$ cat src/rtl/sb_pkg.sv
// Shared types and constants for the ID-stage register-hazard scoreboard.
// Latency: n/a (declarations only).
// Backpressure: n/a.
package sb_pkg;

    localparam int SB_CW = 3;

    typedef enum logic [1:0] {
        CLS_NONE = 2'b00,
        CLS_ALU  = 2'b01,
        CLS_LOAD = 2'b10,
        CLS_MUL  = 2'b11
    } cls_t;

    // ALU results are bypassed, so only load/mul ever arm a counter.
    function automatic logic [SB_CW-1:0] cls_lat(
        input logic [1:0]       cls,
        input logic [SB_CW-1:0] load_lat,
        input logic [SB_CW-1:0] mul_lat
    );
        case (cls)
            CLS_LOAD: return load_lat;
            CLS_MUL:  return mul_lat;
            default:  return '0;
        endcase
    endfunction

endpackage

$ cat src/rtl/sb_cnt.sv
// Per-register pending-result down-counter; load wins over decrement.
// Latency: value visible the cycle after load.
// Backpressure: none; counts down unconditionally until zero.
module sb_cnt
    import sb_pkg::*;
(
    input  logic             clk_i,
    input  logic             rst_i,
    input  logic             ld_i,
    input  logic [SB_CW-1:0] ld_val_i,
    output logic [SB_CW-1:0] cnt_o
);

    always_ff @(posedge clk_i or posedge rst_i) begin
        if (rst_i) begin
            cnt_o <= '0;
        end else if (ld_i) begin
            cnt_o <= ld_val_i;
        end else if (cnt_o != '0) begin
            cnt_o <= cnt_o - 1'b1;
        end
    end

endmodule

$ cat src/rtl/scoreboard.sv
// ID-stage register-hazard scoreboard: stalls issue on RAW/WAW against in-flight results.
// Latency: stall_o/issue_o combinational; counters update on the next edge.
// Backpressure: stall_o holds PC and IF/ID while a hazard persists; flush_i suppresses both.
module scoreboard
    import sb_pkg::*;
#(
    parameter int LOAD_LAT = 1,
    parameter int MUL_LAT  = 3
) (
    input  logic        clk_i,
    input  logic        rst_i,
    input  logic        issue_valid_i,
    input  logic        flush_i,
    input  logic [4:0]  rsaddr_i,
    input  logic [4:0]  rtaddr_i,
    input  logic        rt_used_i,
    input  logic [4:0]  wraddr_i,
    input  logic [1:0]  class_i,
    output logic        stall_o,
    output logic        issue_o,
    output logic        busy_o,
    output logic [15:0] stall_cnt_o
);

    localparam logic [SB_CW-1:0] LD_LAT = SB_CW'(LOAD_LAT);
    localparam logic [SB_CW-1:0] ML_LAT = SB_CW'(MUL_LAT);

    logic [SB_CW-1:0] cnt [32];
    logic [31:1]      pend;
    logic             raw_rs, raw_rt, waw, hazard, arm;
    logic [SB_CW-1:0] lat;

    // $0 is hardwired zero and never pending.
    assign cnt[0] = '0;

    for (genvar i = 1; i < 32; i++) begin : g_cnt
        sb_cnt u_cnt (
            .clk_i    (clk_i),
            .rst_i    (rst_i),
            .ld_i     (arm && (wraddr_i == 5'(i))),
            .ld_val_i (lat),
            .cnt_o    (cnt[i])
        );
        assign pend[i] = (cnt[i] != '0);
    end

    assign raw_rs = (rsaddr_i != 5'd0) && (cnt[rsaddr_i] != '0);
    assign raw_rt = rt_used_i && (rtaddr_i != 5'd0) && (cnt[rtaddr_i] != '0);
    assign waw    = (class_i != CLS_NONE) && (wraddr_i != 5'd0) && (cnt[wraddr_i] != '0);
    assign hazard = raw_rs || raw_rt || waw;

    assign stall_o = issue_valid_i && !flush_i && hazard;
    assign issue_o = issue_valid_i && !flush_i && !hazard;
    assign busy_o  = |pend;

    assign lat = cls_lat(class_i, LD_LAT, ML_LAT);
    assign arm = issue_o && ((class_i == CLS_LOAD) || (class_i == CLS_MUL));

    always_ff @(posedge clk_i or posedge rst_i) begin
        if (rst_i) begin
            stall_cnt_o <= '0;
        end else if (stall_o && (stall_cnt_o != 16'hFFFF)) begin
            stall_cnt_o <= stall_cnt_o + 16'd1;
        end
    end

endmodule

$ cat config.mk
export PLATFORM = sky130hd
export DESIGN_NAME = scoreboard
export DESIGN_NICKNAME = d
export VERILOG_FILES = /design/src/rtl/sb_pkg.sv /design/src/rtl/sb_cnt.sv /design/src/rtl/scoreboard.sv
export SDC_FILE = /design/constraint.sdc
export NUM_CORES = 1
export LEC_CHECK = 0
export ABC_AREA = 0
export CAP_MARGIN = 20
export CORE_ASPECT_RATIO = 1.1
export CORE_MARGIN = 1
export CORE_UTILIZATION = 43
export DETAILED_ROUTE_END_ITERATION = 7
export GPL_TIMING_DRIVEN = 0
export HOLD_SLACK_MARGIN = 0.05
export PLACE_DENSITY = 0.66
export SLEW_MARGIN = 20
export SYNTH_ARGS = -nofsm -noshare
export SYNTH_HDL_FRONTEND = slang
export SYNTH_SLANG_ARGS = --single-unit
export TNS_END_PERCENT = 20
$ cat constraint.sdc
create_clock -name clk_i -period 3.7 [get_ports clk_i]
set_clock_uncertainty 0.1 [all_clocks]
set_input_delay 0.74 -clock clk_i [delete_from_list [all_inputs] [get_ports clk_i]]
set_output_delay 0.74 -clock clk_i [all_outputs]
set_load 0.005 [all_outputs]
==> metrics <==
number of flops mapped to enable cells by yosys=0; Final Non-Filler Cells=1081; Overall Global Routing Usage=a little over a fifth; router iterations before antenna repair=5; Synth Cell Area=0.00749 mm²; Yosys reg bits=about 110; Final Wtd Congestion=slightly above 0.9; diode count=0; grt total ovfl=0; syn avg cell area=around 9.6 µm²; Netlist cell types=60; Synth area leaders=dfrtp_1 36%, ha_1 11%, inv_1 5.1%, xnor2_1 4.9%, mux2i_1 4.7%; CTS Buf Count=9; Total Wirelength=18600 µm; CP Data Required Time=2.86 ns; CTS Hold Buffers Added=0; vias=~6000; Die Width=about 130 µm; fillers=1564; share of the synthesized area in the top cell type=36.4%; Clock Tree Root=clkbuf_16; row cnt=50; Synth Instances=just under 800; total power=approximately 6.9 mW; CTS sink cnt=around 110; synth warn=0; Setup crit end kind=primary output; Area Overhead vs Synth=18.8%; Crit Path Class=input pin to primary output; min Tclk post-route=3.69 ns; core outline area=0.0170 mm²; Sum Neg Setup Slack=0 ns; layout cells sized above 1=19.1%; first-pass GRT wire length=approximately 30000 µm; fin. max-slew vios=0; Tightest Pin Transition=~0.97 ns; vias in the first global route=5745; Mapped Nets=866; # setup viols final=0; CTS Buffer Depth=2; initial antenna violation count=0; max frequency=roughly 270 MHz; Reg clk slew, reported paths=0.08 ns; Buffers on Ports=36; Cell Count Post-Placement=around 1100; Slowest cell on crit path=or4_1; Detailed Place HPWL=14000 µm; Total Die Area=0.0180 mm²; Max-slew headroom=between 30% and 40%; Max VDD drop=between 0.0002 and 0.0003 V; Hold Path Class=register to register; ys flop type=dfrtp_1; First DRT Iteration DRCs=roughly 410; RSZ-0062 raised after global routing=true; Data arrival, critical path=~2.9 ns; WL/cell=approximately 17 µm; largest net degree at the start of global routing=34; fin crit share=around 100%; Initial Util=between 40% and 50%; Final Hold Viols=0; critical-path cell list=clkdlybuf4s15_2 -> buf_6 -> a2111oi_1 -> or4_1 -> a221o_1 -> o311ai_2 -> buf_4 -> inv_4 -> o21a_1 -> dlygate4sd2_1; slowest stage delay, CP=between 0.4 and 0.5 ns; area occupied by multi-input gates=0.00450 mm²; fraction of registers with async set/reset=100%; Vias/cell=about 5.6; Worst-Skew Late Latency=between 0.3 and 0.4 ns; number of max-cap violations=0; Final Net Count=between 900 and 1000; startpoint type of the worst setup path=input pin; leak pwr=3.81 nW; H-tree lvl count=3; sequential share of the synthesized area=between 30% and 40%; CTS tree=built; I/O pin count=between 40 and 50; pwr/cell area=roughly 770 mW/mm²; top cell type by total area after synthesis=dfrtp_1; sum of buffers and inverters on the critical path=5; outcome=finished clean; worst-path fanout max=16; top cell family by delay on the critical path=buffers and inverters; die height=between 100 and 150 µm; DRC Markers=0; post-detailed-route count of antenna-violating nets=0; Sequential Area=0.00273 mm²
-- timing repair --
item | 4_1_cts | 5_1_grt
endpoints found under the setup margin | 33 | 2
pin swaps | 11 | 1
cloned | 1 | 0
resized for setup | 85 | 7
setup buffers | 12 | 1
-- sequential cells by signal, indices dropped and copies added (netlist names) --
register / cells
g_cnt.u_cnt.cnt_o: 93
stall_cnt_o: 16
-- routing by layer --
layer | GRT usage [%] | vias to the layer above | wire (µm)
met5 | 0 | - | 0
met4 | 10.0 | 0 | 621
met3 | 3.55 | 44 | 1010
met2 | 35.0 | 193 | 8620
met1 | 29.1 | 2913 | 8390
li1 | - | 2872 | -
-- placed cells by master, fill, tap and decap left out, types with 4 or more instances in the layout --
cell type        count
nor3_4               6
nor3_2              34
or2_2                4
nor4_1              18
inv_1               98
a2111oi_0            4
nor4_2               4
mux4_2               7
mux2i_1             35
nor3_1              22
buf_6                8
buf_2                4
buf_4               14
nand2_1             10
a211oi_1             8
dfrtp_1            108
nand2b_1             4
clkbuf_16            9
dlygate4sd2_1        6
ha_1                63
or2_1               26
nor2_1              79
nor2b_1              4
o2111ai_1           11
nor4_4               5
and3_1               8
nand3_1              8
clkdlybuf4s50_1     25
a21oi_1             46
mux2_2              29
nand4_1              9
xnor2_1             42
clkbuf_1             8
-- worst paths after layout --
path	startpoint	to	slack [ns]	cells past startpoint
worst max-delay path	wraddr_i[0]	stall_o	0.006	10
max in group asynchronous	rst_i	g_cnt[17].u_cnt.cnt_o[0]	2.06	4
min in group asynchronous	rst_i	g_cnt[14].u_cnt.cnt_o[2]	0.69	2
worst max register to register	g_cnt[17].u_cnt.cnt_o[1]	g_cnt[23].u_cnt.cnt_o[1]	0.39	12
worst min register to register	stall_cnt_o[9]	stall_cnt_o[9]	0.39	1
worst min-delay path	stall_cnt_o[9]	stall_cnt_o[9]	0.39	1
-- Yosys cell counts (all sizes together) (4+ instances only) --
cell and n:
dfrtp 109, inv 103, nor2 79, ha 63, nor3 62, a21oi 46
xnor2 42, mux2i 35, or2 31, mux2 29, nor4 27, buf 15
nand2 12, clkbuf 11, o2111ai 11, nand4 10, a211oi 9, a2111oi 8
and3 8, nand3 8, mux4 7, nand2b 6, o21ai 6, nor2b 4
-- final cells by class --
cell class,count,share of cell area (%)
timing repair buffer,53,5.68
clock inverter,6,0.619
multi-input combinational,542,50.6
sequential,109,30.7
buffer,23,2.00
tap,234,3.29
clock buffer,10,2.69
inverter,104,4.47
-- metrics by stage --
stage	setup slack [ns]	utilization, %	cell area (µm²)	hold WS, ns
floorplan	0.153	-	7490	0.382
global placement	-1.33	47.9	8150	0.379
detailed placement	-1.31	48.2	8210	0.380
CTS	0.0197	52.1	8870	0.402
global route	-0.0423	52.3	8900	0.421
finish	0.00585	52.3	8900	0.393
-- kinds of logic (layout without fill, tap and decap cells) --
family / after synthesis / in the layout / synth area share [%]
xor gates and xnor gates: 44 / 44 / 5.15
buffers and inverters: 130 / 196 / 7.10
and+or+nand+nor: 260 / 260 / 20.3
adders and majority gates: 63 / 63 / 10.5
muxes: 71 / 71 / 11.1
DFF: 109 / 109 / 36.4
AOI/OAI and AO/OA: 104 / 104 / 9.34
-- where the power goes --
group | switching [mW] | leakage, nW | internal [mW]
sequential | 0.589 | 1.31 | 1.81
combinational | 1.73 | 2.36 | 1.77
clock | 0.493 | 0.139 | 0.489
-- worst reg2reg max path: cells and delay by family, from the launching register on --
family,cells,cell delay [ns]
AO/OA/AOI/OAI,3,0.47
buffers and inverters,4,0.63
flip-flops,1,0.41
multiplexers,1,0.23
AND/OR/NAND/NOR,4,1.40
Power figures use the tool's default switching activity.
